--- config.mk ---
export PLATFORM = sky130hd
export DESIGN_NAME = pc_fetch_ctrl
export DESIGN_NICKNAME = d
export VERILOG_FILES = /design/src/rtl/pc_fetch_ctrl.sv
export SDC_FILE = /design/constraint.sdc
export NUM_CORES = 1
export LEC_CHECK = 0
export ABC_CLOCK_PERIOD_IN_PS = 3490
export CORE_ASPECT_RATIO = 2
export CORE_MARGIN = 3
export CORE_UTILIZATION = 45
export DETAILED_ROUTE_END_ITERATION = 6
export PLACE_DENSITY = 0.8
export SLEW_MARGIN = 10
export SYNTH_ARGS = -nofsm -noshare
export SYNTH_HDL_FRONTEND = slang
export SYNTH_SLANG_ARGS = --single-unit
export TNS_END_PERCENT = 30
--- constraint.sdc ---
create_clock -name clk_i -period 3.49 [get_ports clk_i]
set_input_delay 0.349 -clock clk_i [delete_from_list [all_inputs] [get_ports clk_i]]
set_output_delay 0.349 -clock clk_i [all_outputs]
set_load 0.05 [all_outputs]
--- src/rtl/pc_fetch_ctrl.sv ---
// PC register and instruction-fetch controller: imem request/ack on one side, decode valid/ready on the other.
// Optional FETCH_PERF_EN builds the fetch and redirect counters; without it both counter ports read 0.
module pc_fetch_ctrl #(
  parameter int              PC_W     = 32,
  parameter logic [PC_W-1:0] RESET_PC = '0
) (
  input  logic            clk_i,
  input  logic            rst_i,
  output logic            imem_req_o,
  output logic [PC_W-1:0] imem_addr_o,
  input  logic            imem_ack_i,
  input  logic [31:0]     imem_data_i,
  output logic            instr_valid_o,
  output logic [31:0]     instr_o,
  output logic [PC_W-1:0] instr_pc_o,
  input  logic            instr_ready_i,
  input  logic            branch_i,
  input  logic [PC_W-1:0] branch_pc_i,
  input  logic [PC_W-1:0] branch_off_i,
  input  logic            jump_i,
  input  logic [PC_W-1:0] jump_tgt_i,
  output logic [31:0]     fetch_cnt_o,
  output logic [31:0]     redirect_cnt_o
);

  // state  | meaning
  // S_IDLE | after reset, no request; loads the first fetch address
  // S_REQ  | request outstanding, waiting for imem_ack_i (may be draining)
  // S_HOLD | instruction buffered, offered to decode
  typedef enum logic [1:0] {S_IDLE, S_REQ, S_HOLD} state_t;

  state_t          state_q, state_d;
  logic [PC_W-1:0] pc_q, pc_d;
  logic [PC_W-1:0] fetch_addr_q, fetch_addr_d;
  logic [PC_W-1:0] instr_pc_q, instr_pc_d;
  logic [31:0]     instr_q, instr_d;
  logic            drain_q, drain_d;
  logic            redirect;
  logic [PC_W-1:0] branch_tgt, redirect_tgt;

  assign branch_tgt   = branch_pc_i + PC_W'(4) + branch_off_i;
  assign redirect     = branch_i | jump_i;
  assign redirect_tgt = branch_i ? branch_tgt : jump_tgt_i;

  always_ff @(posedge clk_i) begin
    if (rst_i) begin
      state_q      <= S_IDLE;
      pc_q         <= RESET_PC;
      fetch_addr_q <= RESET_PC;
      instr_pc_q   <= '0;
      instr_q      <= '0;
      drain_q      <= 1'b0;
    end else begin
      state_q      <= state_d;
      pc_q         <= pc_d;
      fetch_addr_q <= fetch_addr_d;
      instr_pc_q   <= instr_pc_d;
      instr_q      <= instr_d;
      drain_q      <= drain_d;
    end
  end

  always_comb begin
    state_d      = state_q;
    pc_d         = pc_q;
    fetch_addr_d = fetch_addr_q;
    instr_pc_d   = instr_pc_q;
    instr_d      = instr_q;
    drain_d      = drain_q;
    if (redirect) pc_d = redirect_tgt;
    case (state_q)
      S_IDLE: begin
        state_d      = S_REQ;
        fetch_addr_d = redirect ? redirect_tgt : pc_q;
      end
      S_REQ: begin
        if (imem_ack_i) begin
          if (redirect) begin
            fetch_addr_d = redirect_tgt;
            drain_d      = 1'b0;
          end else if (drain_q) begin
            drain_d      = 1'b0;
            fetch_addr_d = pc_q;
          end else begin
            instr_d    = imem_data_i;
            instr_pc_d = fetch_addr_q;
            pc_d       = fetch_addr_q + PC_W'(4);
            state_d    = S_HOLD;
          end
        end else if (redirect) begin
          // address must stay stable; the returning data is thrown away
          drain_d = 1'b1;
        end
      end
      S_HOLD: begin
        if (redirect) begin
          fetch_addr_d = redirect_tgt;
          state_d      = S_REQ;
        end else if (instr_ready_i) begin
          fetch_addr_d = pc_q;
          state_d      = S_REQ;
        end
      end
      default: state_d = S_IDLE;
    endcase
  end

  assign imem_req_o    = (state_q == S_REQ);
  assign imem_addr_o   = fetch_addr_q;
  assign instr_valid_o = (state_q == S_HOLD);
  assign instr_o       = instr_q;
  assign instr_pc_o    = instr_pc_q;

`ifdef FETCH_PERF_EN
  logic [31:0] fetch_cnt_q, redirect_cnt_q;
  logic        fetch_done;

  assign fetch_done = (state_q == S_HOLD) & instr_ready_i;

  always_ff @(posedge clk_i) begin
    if (rst_i) begin
      fetch_cnt_q    <= '0;
      redirect_cnt_q <= '0;
    end else begin
      if (fetch_done) fetch_cnt_q    <= fetch_cnt_q + 32'd1;
      if (redirect)   redirect_cnt_q <= redirect_cnt_q + 32'd1;
    end
  end

  assign fetch_cnt_o    = fetch_cnt_q;
  assign redirect_cnt_o = redirect_cnt_q;
`else
  assign fetch_cnt_o    = '0;
  assign redirect_cnt_o = '0;
`endif

endmodule

==> results of run 1 <==
logic make-up after synthesis:
kind of cell / Yosys count
flip-flops: 131
AO/OA/AOI/OAI: 303
XOR/XNOR: 55
buffers and inverters: 147
adder cells (fa/ha/maj): 63
AND/OR/NAND/NOR: 348
other: 1
multiplexers: 8
worst min-delay path by stage:
stage | from | to | slack, ns
2_1_floorplan | pc_q[16] | imem_addr_o[16] | 0.46
3_3_place_gp | instr_pc_o[1] | instr_pc_o[1] | 0.44
3_5_place_dp | instr_o[31] | instr_o[31] | 0.45
4_1_cts | branch_i | pc_q[30] | 0.39
5_1_grt | branch_i | pc_q[30] | 0.43
6_report | branch_i | pc_q[30] | 0.42
cells in the final DEF, fill, tap and decap left out, drive strengths merged, types with 6 or more instances in the layout:
| cell type | count |
|---|---|
| clkdlybuf4s50 | 229 |
| nand2 | 202 |
| a21oi | 138 |
| dfxtp | 131 |
| nor2 | 66 |
| conb | 64 |
| ha | 62 |
| buf | 45 |
| xnor2 | 32 |
| o21ai | 32 |
| xor2 | 23 |
| inv | 22 |
| a211oi | 22 |
| clkbuf | 20 |
| nand3 | 18 |
| a22oi | 18 |
| nand4 | 12 |
| nor3 | 11 |
| a21o | 10 |
| o21bai | 9 |
| a221oi | 9 |
| a311oi | 8 |
| a31oi | 8 |
| mux2i | 7 |
| clkinv | 7 |
| and3 | 6 |
| a2bb2oi | 6 |
| o211ai | 6 |
| nor2b | 6 |
| nand2b | 6 |
| o31ai | 6 |
flip-flops by register name, summed over array words and instances (netlist names):
register	count
drain_q	1
pc_q	32
instr_o	32
instr_pc_o	32
imem_addr_o	32
state_q	2
layout make-up:
cell class                      instances  area share [%]
Tap cell                              213            2.35
Inverter                               23           0.762
Clock buffer                           20            4.03
Clock inverter                         11            1.19
Sequential cell                       131            23.2
Timing Repair Buffer                  274            23.3
Multi-Input combinational cell        841            45.2
worst register-to-register path, stage by stage, from the launching register on:
cell      delay [ns]
dfxtp_1         0.49
ha_1            0.27
nand3_1         0.16
nor2_1          0.26
and2_1          0.31
and3_1          0.35
nand4_1         0.16
xnor2_1         0.17
a222oi_1        0.32
o22ai_1         0.11
routing by layer:
layer / vias up / global-route usage, % / part of all wire [%]
met3: 85 / 4.37 / 6.5
met4: 0 / 16.2 / 5.6
met5: - / 0 / 0
met2: 412 / 47.7 / 54
li1: 4059 / - / -
met1: 3950 / 24.7 / 34
power groups by stage:
stage | clock [mW] | combinational, mW | sequential, mW
2_1_floorplan | 0 | 0.910 | 1.92
3_3_place_gp | 0 | 1.58 | 1.74
3_5_place_dp | 0 | 1.60 | 1.75
4_1_cts | 1.82 | 1.61 | 1.72
5_1_grt | 1.88 | 1.74 | 1.73
6_report | 1.79 | 1.61 | 1.72
through the flow:
stage | setup TNS (ns) | std cells | utilization [%] | area, sq um | power [mW]
floorplan | 0 | 1119 | - | 8520 | 2.83
global placement | -0.491 | 1482 | 59.8 | 10700 | 3.32
detailed placement | -1.06 | 1482 | 59.8 | 10700 | 3.35
CTS | 0 | 1513 | 63.1 | 11300 | 5.15
global route | 0 | 1513 | 63.1 | 11300 | 5.34
finish | 0 | 1513 | 63.1 | 11300 | 5.13
==> flow_summary_export.csv, run 1 <==
group,metric,value,unit
sta,layout_min_cycle_time,3.28,ns
setup_path,crit_end,"imem_addr_o[27]",
run_status,outcome,"finished clean",
logic_synthesis,synthFlopType,"dfxtp_1",
power,irDropWorstVdd,310,uV
sta,hold_viol,0,
clocking,cts_setup_buffers,0,
layout,regArea,2620,sq um
logic_synthesis,ys_seq_area_share,31.7,%
logic_synthesis,synthTopCellsByCount,"nand2_1 (202), a21oi_1 (134), dfxtp_1 (131)",
run,cap_viol_max_count,0,
setup_path,worst-path-stages,15,
clocking,ctsHoldBuffers,0,
setup_path,critPathLaunchType,"input pin",
logic_synthesis,synth-xor-area-share,5.82,%
power,p_int,3.38,mW
logic_synthesis,synth_cells,1056,
power,switching_share,34.0,%
setup_path,worst_path_max_delay_cell,"fa_1",
logic_synthesis,synth_area_leaders,"dfxtp_1 (32%), ha_1 (9.4%), nand2_1 (9.2%)",
power,power.switching,1.74,mW
placement,gp_congestion,0.947,
clocking,cts_made_buffers,17,
grt,grt_pass1_wl,40.4,mm
detailed_routing,vias,8506,
sta,worst_pin_slew,1.11,ns
setup_path,arrival,3.53,ns
detailed_routing,drc_errors,0,
logic_synthesis,yosys.area_share.simple,18.2,%
grt,grt_use_total,25.4,%
setup_path,r2r_cells,9,
detailed_routing,wl_per_cell,17.3,um
logic_synthesis,synthArstFlopShare,0,%
clocking,htreeDepth,4,
setup_path,ff2ff_setup_slack,0.77,ns
setup_path,crit_buf_inv,4,
grt,grt_pass1_vias,8212,
clocking,clock_sinks,131,
logic_synthesis,synth_compound_area_share,24.2,%
floorplanning,start_util,46.1,%
logic_synthesis,syn_area,8280,sq um
floorplanning,io_pins,296,
setup_path,worstPathCellList,"clkdlybuf4s50_1 -> inv_1 -> ha_1 -> buf_4 -> fa_1 -> nor2b_4 -> o31ai_4 -> a21oi_2 -> o41ai_4 -> o31ai_2 -> buf_4 -> a21oi_2 -> xnor2_1 -> a221oi_1 -> a211oi_1",
clocking,ctsResizeCount,0,
power,power_frac_comb,31.5,%
floorplanning,core,18000,sq um
worst_hold_path,hold_path_depth,3,
detailed_routing,drt-initial-drc-count,559,
setup_path,crit_path_end_kind,"flop",
clocking,clk_pin_slew,0.06,ns
logic_synthesis,yosys_warnings,0,
power,power_frac_clock,35.0,%
clocking,clockRootBuffer,"clkbuf_16",
clocking,cts_buffer_depth,2,
grt,antenna_found_initial,0,
sta,fin_ws,0.205,ns
logic_synthesis,yosysMostFrequentCell,"nand2_1",
detailed_routing,ant_nets,0,
placement,place_ws,-0.207,ns
layout,syn2layout_area_growth,36.7,%
setup_path,path_delay_family,"compound AO/OA/AOI/OAI gates",
logic_synthesis,avgSynthCellArea,7.84,sq um
layout,multi_input_area,5120,sq um
sta,setup_viol,0,
logic_synthesis,synth-edff-count,0,
sta,whs,0.418,ns
logic_synthesis,synth_top_family_by_area,"compound AO/OA/AOI/OAI gates",
grt,grt_max_degree,107,
sta,timing.final.crit_share,94.1,%
floorplanning,dieArea,20200,sq um
setup_path,crit_type,"input pin to flop",
logic_synthesis,yosysTopAreaCellShare,31.7,%
logic_synthesis,synthAdderAreaFrac,9.61,%
layout,drive_gt1_share,7.69,%
logic_synthesis,synth_area_leader_cell,"dfxtp_1",
setup_path,timing.rr.start,"imem_addr_o[2]",
setup_path,cp-startpoint,"branch_pc_i[2]",
power,p_leak,4.45,nW
worst_hold_path,hold_class,"input pin to flop",
placement,dp_hpwl,20.3,mm
grt,grt_remaining_overflow,0,
logic_synthesis,synthMuxAreaShare,0.982,%
detailed_routing,first_pass_iters,6,
sta,clock.fmax,0.304,GHz
logic_synthesis,ys_seq_elements,131,
floorplanning,fp.dieW,102,um
placement,port_buffers,231,
setup_path,r2r_end,"pc_q[28]",
sta,slew_violations,0,
power,powerDensity,453,nW/um^2
setup_path,crit_fanout,3,
clocking,insertion_delay,0.42,ns
sta,rsz0062_at_grt,"no",
sta,skew,0.00776,ns
layout,n_fill_cell,1555,
detailed_routing,viasPerCell,5.62,
setup_path,critical-path-max-stage-delay,0.47,ns
layout,insertedDiodeCount,0,
layout,nets,1485,
floorplanning,row_count,69,
power,pwr-share-seq,33.5,%
clocking,cts_tree,"done",
sta,relSlewSlack,26.1,%
floorplanning,die_h,198,um
detailed_routing,wl,26.1,mm
setup_path,crit_required,3.73,ns
logic_synthesis,synthDistinctLibCells,69,
No activity file was read; power rests on OpenSTA's default activity.
==> inputs of run 2 (changes only) <==
Settings changed: PLACE_DENSITY 0.8 to 0.87, SLEW_MARGIN 10 to 20.
==> run 2 against run 1 <==
Effect of this change: final area rose by 0.82%; worst setup slack improved by 0.012 ns; combinational power barely moved; count of clock-buffer cells in the layout rose by 4; first-iteration DRC count rose by 28%; routed wire length rose by 1.0%; sequential cell count did not move; global-route usage rose by 0.67 points; die area did not move; clock skew rose by 0.0022 ns; critical path type unchanged.
==> flow_summary_export.csv, run 2 (synthesis results as in run 1) <==
group,metric,value,unit
run_status,outcome,"finished clean",
sta,timing.final.crit_share,93.8,%
floorplanning,core,18000,sq um
placement,dp_hpwl,20.5,mm
detailed_routing,wl,26.4,mm
setup_path,critical-path-max-stage-delay,0.43,ns
floorplanning,dieArea,20200,sq um
clocking,clock_sinks,131,
clocking,cts_tree,"done",
sta,fin_ws,0.217,ns
sta,relSlewSlack,55.3,%
clocking,clk_pin_slew,0.06,ns
detailed_routing,viasPerCell,5.63,
floorplanning,die_h,198,um
setup_path,crit_buf_inv,4,
setup_path,ff2ff_setup_slack,0.84,ns
power,irDropWorstVdd,356,uV
setup_path,path_delay_family,"compound AO/OA/AOI/OAI gates",
placement,dpl_cell_area,10800,sq um
floorplanning,fp.dieW,102,um
power,p_leak,4.49,nW
power,powerDensity,458,nW/um^2
placement,place_ws,-0.203,ns
setup_path,r2r_cells,9,
clocking,cts_buffer_depth,2,
layout,syn2layout_area_growth,37.8,%
setup_path,crit_path_end_kind,"flop",
grt,grt_pass1_wl,41.9,mm
layout,n_fill_cell,1468,
placement,gp_congestion,0.926,
clocking,clockRootBuffer,"clkbuf_16",
detailed_routing,drt-initial-drc-count,716,
setup_path,worst-path-stages,16,
layout,drive_gt1_share,8.11,%
clocking,insertion_delay,0.42,ns
worst_hold_path,hold_class,"input pin to flop",
sta,clock.fmax,0.306,GHz
setup_path,crit_fanout,3,
setup_path,r2r_end,"pc_q[31]",
sta,fin_tns_setup,0,ns
detailed_routing,drc_errors,0,
power,finalPower,5.23,mW
sta,hold_viol,0,
setup_path,cp-startpoint,"branch_pc_i[1]",
setup_path,timing.rr.start,"imem_addr_o[16]",
layout,final_common_cell,"clkdlybuf4s50_1",
grt,grt_max_degree,66,
setup_path,crit_end,"pc_q[31]",
floorplanning,start_util,46.1,%
setup_path,worstPathCellList,"clkdlybuf4s50_1 -> ha_1 -> ha_1 -> inv_1 -> fa_1 -> nor2b_4 -> o31ai_4 -> a21oi_2 -> o41ai_4 -> o31ai_2 -> buf_4 -> a21oi_2 -> buf_4 -> o21ai_2 -> a2111o_1 -> a31oi_1",
layout,nets,1491,
grt,grt_use_total,26.1,%
clocking,htreeDepth,4,
run,cap_viol_max_count,0,
setup_path,critPathLaunchType,"input pin",
grt,grt_pass1_vias,8660,
grt,grt_remaining_overflow,0,
layout,final_cell_mix,"clkdlybuf4s50_1 (229), nand2_1 (202), a21oi_1 (134)",
floorplanning,io_pins,296,
detailed_routing,first_pass_iters,7,
setup_path,crit_required,3.83,ns
sta,worst_pin_slew,0.671,ns
detailed_routing,wl_per_cell,17.4,um
placement,port_buffers,231,
setup_path,arrival,3.61,ns
grt,antenna_found_initial,1,
clocking,ctsResizeCount,0,
sta,layout_min_cycle_time,3.27,ns
clocking,cts_made_buffers,17,
setup_path,crit_type,"input pin to flop",
detailed_routing,ant_nets,0,
sta,setup_viol,0,
sta,skew,0.00992,ns
clocking,cts_setup_buffers,0,
setup_path,worst_path_max_delay_cell,"a2111o_1",
layout,fin_area,11400,sq um
sta,slew_violations,0,
detailed_routing,vias,8567,
floorplanning,row_count,69,
sta,rsz0062_at_grt,"no",
clocking,ctsHoldBuffers,0,
run 2: cell types whose count changed in the layout (fill, tap and decap cells not counted):
cell,change
buf_4,+5
clkinv_2,-4
clkbuf_8,+3
buf_12,+1
clkbuf_1,+1
clkinvlp_4,+1
diode_2,+1
run 2: metal layers:
metal  wire length, um  GRT usage, %
met3              1670          4.55
met2             14400          49.1
met5                 0             0
met1              8890          25.4
met4              1420          15.9
run 2: cell type report:
cell class	count	area (sq um)	area share (%)
diodes	1	2.50	0.0219
clock buffers	24	502	4.40
clock inverters	8	123	1.07
inverters	23	86.3	0.756
multi-input cells	841	5120	44.8
flip-flops and latches	131	2620	23.0
well taps	213	267	2.33
repair buffers	280	2700	23.6
run 2: how the worst min path moves through the flow:
stage	slack, ns	depth (start not counted)	to	startpoint
2_1_floorplan	0.46	2	imem_addr_o[16]	pc_q[16]
3_3_place_gp	0.44	2	instr_pc_o[27]	instr_pc_o[27]
3_5_place_dp	0.45	2	instr_o[5]	instr_o[5]
4_1_cts	0.43	2	imem_addr_o[23]	rst_i
5_1_grt	0.47	2	instr_o[10]	instr_o[10]
6_report	0.43	2	imem_addr_o[23]	rst_i
run 2: through the flow:
step	hold slack [ns]	utilization [%]	std cells
after global placement	0.441	60.1	1488
after global routing	0.466	63.6	1521
after CTS	0.426	63.6	1520
after detailed placement	0.447	60.1	1488
after floorplan	0.456	-	1119
final	0.435	63.6	1521
run 2: where the power goes:
part | internal (mW) | total [mW] | switching (mW)
registers | 1.60 | 1.72 | 0.114
logic | 0.643 | 1.64 | 0.992
clock network | 1.22 | 1.87 | 0.658
